`config.mk`:
```
export PLATFORM = sky130hd
export DESIGN_NAME = enc2_arbiter
export DESIGN_NICKNAME = d
export VERILOG_FILES = /design/src/rtl/enc2_arbiter.sv
export SDC_FILE = /design/constraint.sdc
export NUM_CORES = 1
export LEC_CHECK = 0
export ABC_AREA = 1
export BUFFER_PORTS_ARGS = -buffer_cell sky130_fd_sc_hd__buf_2
export CAP_MARGIN = 20
export CORE_AREA = 2 2 190 192
export CTS_CLUSTER_DIAMETER = 100
export CTS_CLUSTER_SIZE = 25
export DETAILED_ROUTE_END_ITERATION = 7
export DIE_AREA = 0 0 192 194
export PLACE_DENSITY_LB_ADDON = 0.1
export SYNTH_ARGS = -nofsm -noshare
export SYNTH_HDL_FRONTEND = slang
export SYNTH_SLANG_ARGS = --single-unit
```
`constraint.sdc`:
```
create_clock -name Clk -period 4.26 [get_ports Clk]
set_input_delay 0.426 -clock Clk [delete_from_list [all_inputs] [get_ports Clk]]
set_output_delay 0.426 -clock Clk [all_outputs]
set_load 0.05 [all_outputs]
```
`src/rtl/enc2_arbiter.sv`:
```
// enc2_arbiter: round-robin scheduler sharing one encrypt_function_2 core among NREQ requesters
//   Clk, Rst_n          : clock, asynchronous active-low reset
//   req_valid/req_data  : per-requester 60-bit plaintext handshake, req_ready one-hot accept
//   core_data/rand_11/6 : registered inputs to the core, core_outEnc its registered result
//   out_valid/out_ready : ciphertext handshake carrying out_data and originating out_id
//   busy, err           : not idle, sticky key-echo mismatch
module enc2_arbiter #(
  parameter int NREQ = 4,
  parameter logic [10:0] SEED11 = 11'h5A5,
  parameter logic [5:0] SEED6 = 6'h2D,
  parameter int IDW = $clog2(NREQ)
) (
  input  logic               Clk,
  input  logic               Rst_n,
  input  logic [NREQ-1:0]    req_valid,
  input  logic [NREQ*60-1:0] req_data,
  output logic [NREQ-1:0]    req_ready,
  output logic [59:0]        core_data,
  output logic [10:0]        core_rand_11,
  output logic [5:0]         core_rand_6,
  input  logic [77:0]        core_outEnc,
  output logic               out_valid,
  input  logic               out_ready,
  output logic [77:0]        out_data,
  output logic [IDW-1:0]     out_id,
  output logic               busy,
  output logic               err
);
  typedef enum logic [1:0] {IDLE, ISSUE, CAPTURE, OUTPUT} state_t;
  state_t state;
  logic [IDW-1:0] rr_ptr, gidx, j;
  logic [10:0] lfsr11;
  logic [5:0] lfsr6;
  logic found;
  logic [59:0] words [NREQ];
  for (genvar g = 0; g < NREQ; g++) begin : g_words
    assign words[g] = req_data[60*g +: 60];
  end
  assign busy = state != IDLE;
  // First valid requester at or after rr_ptr wins; grants are suppressed outside IDLE and during reset.
  always_comb begin
    gidx = '0;
    j = '0;
    found = 1'b0;
    for (int k = 0; k < NREQ; k++) begin
      j = IDW'((int'(rr_ptr) + k) % NREQ);
      if (!found && req_valid[j]) begin
        found = 1'b1;
        gidx = j;
      end
    end
    if (state != IDLE || !Rst_n) found = 1'b0;
    req_ready = found ? NREQ'(1) << gidx : '0;
  end
  always_ff @(posedge Clk or negedge Rst_n)
    if (!Rst_n) begin
      state <= IDLE;
      rr_ptr <= '0;
      lfsr11 <= SEED11;
      lfsr6 <= SEED6;
      core_data <= '0;
      core_rand_11 <= '0;
      core_rand_6 <= '0;
      out_valid <= 1'b0;
      out_data <= '0;
      out_id <= '0;
      err <= 1'b0;
    end else
      case (state)
        IDLE: if (found) begin
          core_data <= words[gidx];
          core_rand_11 <= lfsr11;
          core_rand_6 <= lfsr6;
          out_id <= gidx;
          rr_ptr <= (gidx == IDW'(NREQ - 1)) ? '0 : gidx + 1'b1;
          lfsr11 <= {lfsr11[9:0], lfsr11[10] ^ lfsr11[8]};
          lfsr6 <= {lfsr6[4:0], lfsr6[5] ^ lfsr6[4]};
          state <= ISSUE;
        end
        ISSUE: state <= CAPTURE;
        CAPTURE: begin
          out_data <= core_outEnc;
          out_valid <= 1'b1;
          err <= err | (core_outEnc[77:67] != core_rand_11) | (core_outEnc[5:0] != core_rand_6);
          state <= OUTPUT;
        end
        OUTPUT: if (out_ready) begin
          out_valid <= 1'b0;
          state <= IDLE;
        end
        default: state <= IDLE;
      endcase
endmodule

```
== Yosys cells after proc, flatten, opt, wreduce, memory -nomap -nowiden ==
Index checks and enable logic that the tools add are counted.
Widths: inputs -> output; s select.
Storage, ports and cells
  register bits: 180
  bits of input ports: 325
  word-level logic and storage cells: 75
Cells by class
  add/sub/neg operators: 4
  magnitude comparators: 5
  eq/ne operators: 8
  shift-type cells: 1
  multiplexer cells: 27
  bitwise gates (word level): 5
  reductions and logical operators: 14
Operator list (number)
  $bmux 60 s2: 1
  $mux 60: 2
  $mux 2: 7
  $lt 2x3->1 const B: 4
  $ne 11x11->1: 1
  $mux 1: 10
  $bmux 1 s2: 4
  $pmux 2 s4: 1
  $eq 2x2->1 const B: 3
  $ne 6x6->1: 1
  $reduce_and 2->1: 3
  $add 2x1->2 const B: 2
  $add 2x2->2 const B: 2
  $logic_not 1->1: 4
  $mux 4: 1
  $ne 2x2->1 const B: 2
  $reduce_bool 2->1: 2
  $shl 1x2->4 const A: 1
  $ge 3x3->1 const B: 1
  $logic_and 1x1->1: 3
  $not 2->3: 1
  $eq 2x1->1 const B: 1
  $logic_not 2->1: 1
  $or 1x1->1: 2
  3 further kinds: 4

== Depth between registers and ports, before layout ==
  depth in word-level cells: 16
  mapped depth: 18
  mapped depth without buffers: 15

== Least setup slack after synthesis ==
No wires, ideal clock.
  path kind: flip-flop to output port
  from: register rr_ptr[0]
  to: output req_ready[3]
  arrival: 2.240 ns
  slack: 1.594 ns
  cell stages (with the launch flop): 15
  path through: dfrtp_1 buf_6 inv_4 nand2_1 nand3_1 nand2_1 inv_2 nand2_1 nand2_1 nand3_2 buf_6 buf_4 nor2_2 inv_1 nor2_1
On the way
  longest elaborated chain between the ends: 14
  elaborated cells on any way between the ends: 28
  classes of those cells: 3 x add/sub; 1 x shift; 18 x mux; 6 x reduce/logical
RTL lines
  start, declared: RTL line 31  | logic [IDW-1:0] rr_ptr, gidx, j;
  start signal, assigned: RTL line 75  | rr_ptr <= (gidx == IDW'(NREQ - 1)) ? '0 : gidx + 1'b1;
  branches (longest 13 deep; another with $add 2x1->2)
  $mux 4 (*): RTL line 53  | req_ready = found ? NREQ'(1) << gidx : '0;
  end, declared: RTL line 17  | output logic [NREQ-1:0] req_ready,
Mark *: on every way between the ends. The select of a mux whose other input is x is not followed.

== Worst setup path in the final report ==
  from: register rr_ptr[0]
  to: output req_ready[2]
Same word-level chain as after synthesis.

==> results_dict.tcl <==
set metrics [dict create \
    status "finished, final reports clean" \
    clock_path_buffers 2 \
    holdPathEnd "out_data[56]" \
    tightest_slew_ps 827 \
    crit_fanout 61 \
    drt_iter0_drc 421 \
    ir_worst_vdd_mv 0.527 \
    cap_violations 0 \
    drive_gt1_share_pct 37.4 \
    syn-cell-area_sq_um 9680 \
    placed_cell_area_sq_um 12400 \
    htreeDepth 4 \
    synth_edf_count 0 \
    r2r_start "rr_ptr[0]" \
    dpl_worst_slack_ps 1210 \
    reg2reg_slack_ps 1300 \
    timing.hold.ws_ps 215 \
    reg2reg_depth 11 \
    clk_pin_slew_ps 70 \
    gr-total-overflow 0 \
    die_w_um 192 \
    die_y_um 194 \
    yosys_warnings 0 \
    avgSynthCellArea_sq_um 7.61 \
    numPortBuffers 488 \
    synthMostInstantiatedCell "nand2_1" \
    clk_latency_ps 440 \
    grtUsageTotal_pct 18.8 \
    num_rows 69 \
    synth.largest_area_cell "dfrtp_1" \
    setup_slack_ps 795 \
    cp-end-kind "primary output" \
    cts_tree "built" \
    globalplace.congestion 0.771 \
    r2r_end "core_data[47]" \
    crit_required_ps 3830 \
    yosysSeqAreaShare_pct 44.9 \
    fmax_ghz 0.289 \
    maxSlewHeadroom_pct 44.8 \
    synthFlopType "dfrtp_1" \
    place_hpwl_mm 25.4 \
    critical_path_class "reg -> out" \
    fin_tns_setup_ps 0 \
    fin_worst_skew_ps 7.44 \
    die_area_sq_um 37200 \
    vias 9886 \
    rsz0062_at_grt "no" \
    antenna_found_initial 10 \
    num_io_pins 489 \
    post-route-period-util_pct 81.3 \
    wire_per_inst_um 16.2 \
    initial_utilization_pct 27.5 \
    grt_max_degree 91 \
    vias_per_cell 4.53 \
    yosysUniqueCellTypes 29 \
    hp-start "core_outEnc[56]" \
    finalSetupViolCount 0 \
    synth_cells 1271 \
    hold_viol 0 \
    postCtsSetupRepairBufs 0 \
    powerDensity_nw_per_um2 1010 \
    cts_made_buffers 17 \
    syn2layout_area_growth_pct 35.0 \
    clock_sinks 173 \
    synthTopCellsByCount "nand2_1 (702), dfrtp_1 (163), nand4_1 (121)" \
    design_area_sq_um 13100 \
    leakage_nw 7.39 \
    postRouteAntennaNets 0 \
    syn_nets 1600 \
    drcViolationCount 0 \
    synthTopCellsByArea "dfrtp_1 (42%), nand2_1 (27%), mux2_2 (9.0%)" \
    async_flop_share_pct 100 \
    grt_pass1_vias 9782 \
    cp.arrival_ps 3040 \
    period_minus_slack_ps 3470 \
    drv_slew 0 \
    core_sq_um 35200 \
    wl_mm 35.4 \
    cp-start-kind "flip-flop" \
    ys_ff_latch 173 \
    final_nets 2026 \
    drt-pass1-iter-count 5 \
    whs_path_depth 2 \
    grt_pass1_wl_mm 54.3 \
    root_buffer "clkbuf_16" \
    synth_top_area_share_pct 42.1 \
    hp-class "in -> reg" \
]
where the power goes:
group | internal, mW | switching (mW)
clock network | 0.765 | 0.752
logic | 2.49 | 6.37
registers | 2.42 | 0.421
stage by stage:
stage	power (mW)	util, %	instances
floorplan	9.66	-	1271
global placement	11.8	35.1	2133
detailed placement	11.9	35.3	2136
CTS	13.4	36.9	2169
global route	14.3	37.1	2179
finish	13.2	37.1	2180
state kept, by name (all words and copies together) (netlist names):
name,flops
out_id,2
core_rand_6,6
err,1
core_data,60
out_data,78
lfsr6,4
rr_ptr,2
out_valid,1
lfsr11,6
core_rand_11,11
state,2
how the worst max path moves through the flow:
| stage | startpoint | endpoint | slack (ps) | depth (start not counted) |
|---|---|---|---|---|
| 3_3_place_gp | rr_ptr[0] | req_ready[2] | 1220 | 13 |
| 4_1_cts | rr_ptr[0] | req_ready[2] | 710 | 10 |
| 2_1_floorplan | rr_ptr[0] | req_ready[3] | 1590 | 14 |
| 5_1_grt | rr_ptr[0] | req_ready[2] | 450 | 14 |
| 6_report | rr_ptr[0] | req_ready[2] | 790 | 13 |
| 3_5_place_dp | rr_ptr[0] | req_ready[2] | 1210 | 13 |
layer usage:
| metal | GRT usage [%] | up-vias | part of all wire [%] |
|---|---|---|---|
| met5 | 0 | - | 0 |
| met4 | 5.88 | 0 | 1.5 |
| met3 | 4.96 | 25 | 6.3 |
| met2 | 32.4 | 292 | 50 |
| met1 | 22.7 | 4607 | 42 |
| li1 | - | 4962 | - |
cell usage in the layout (no fill, tap or decap), types with 3 or more instances in the layout:
| master | instances |
|---|---|
| nand2_1 | 700 |
| buf_2 | 487 |
| dfrtp_1 | 163 |
| nand4_1 | 121 |
| mux2_2 | 77 |
| inv_1 | 22 |
| clkbuf_16 | 17 |
| nor2_1 | 13 |
| o21ai_0 | 12 |
| buf_4 | 11 |
| dfstp_2 | 10 |
| diode_2 | 9 |
| xor2_1 | 9 |
| nand3_1 | 6 |
| o21ai_1 | 6 |
| xnor2_1 | 6 |
| inv_6 | 6 |
| clkinvlp_4 | 5 |
| buf_16 | 4 |
| inv_2 | 3 |
| nand3_4 | 3 |
| clkinv_2 | 3 |
| a21oi_1 | 3 |
| ha_1 | 3 |
worst max-delay path, stage by stage (launching register included):
cell and delay [ps]:
dfrtp_1 530, inv_4 180, nand2_1 90, nand3_1 90
nand2_1 100, nor2_2 190, nand2_1 70, nor2_1 80
nand2_1 70, nand2_2 70, buf_4 560, nand2_1 180
nor2_1 130, buf_2 280
cell families (layout without fill, tap and decap cells):
family,after synthesis,after routing,synth area share (%)
multiplexers,77,77,8.96
buffers and inverters,126,565,6.37
AND/OR/NAND/NOR,851,851,36.5
other,0,9,0
XOR/XNOR,15,15,1.36
AO/OA/AOI/OAI,25,25,1.40
adder cells (fa/ha/maj),4,4,0.517
flip-flops,173,173,44.9
layout make-up:
class                           instances  area (sq um)
Clock buffer                           17           425
Antenna cell                            9          22.5
Multi-Input combinational cell        972          4770
Timing Repair Buffer                  506          2690
Sequential cell                       173          4340
Fill cell                            3873         22200
Clock inverter                         15           133
Inverter                               27           105
Tap cell                              461           577
what timing repair did:
action,4_1_cts,5_1_grt
setup endpoints to repair,0,0
hold buffers,1,0
gates resized for setup,0,0
endpoints found under the hold margin,36,0
Note: power is estimated with default switching activity, not from simulation.
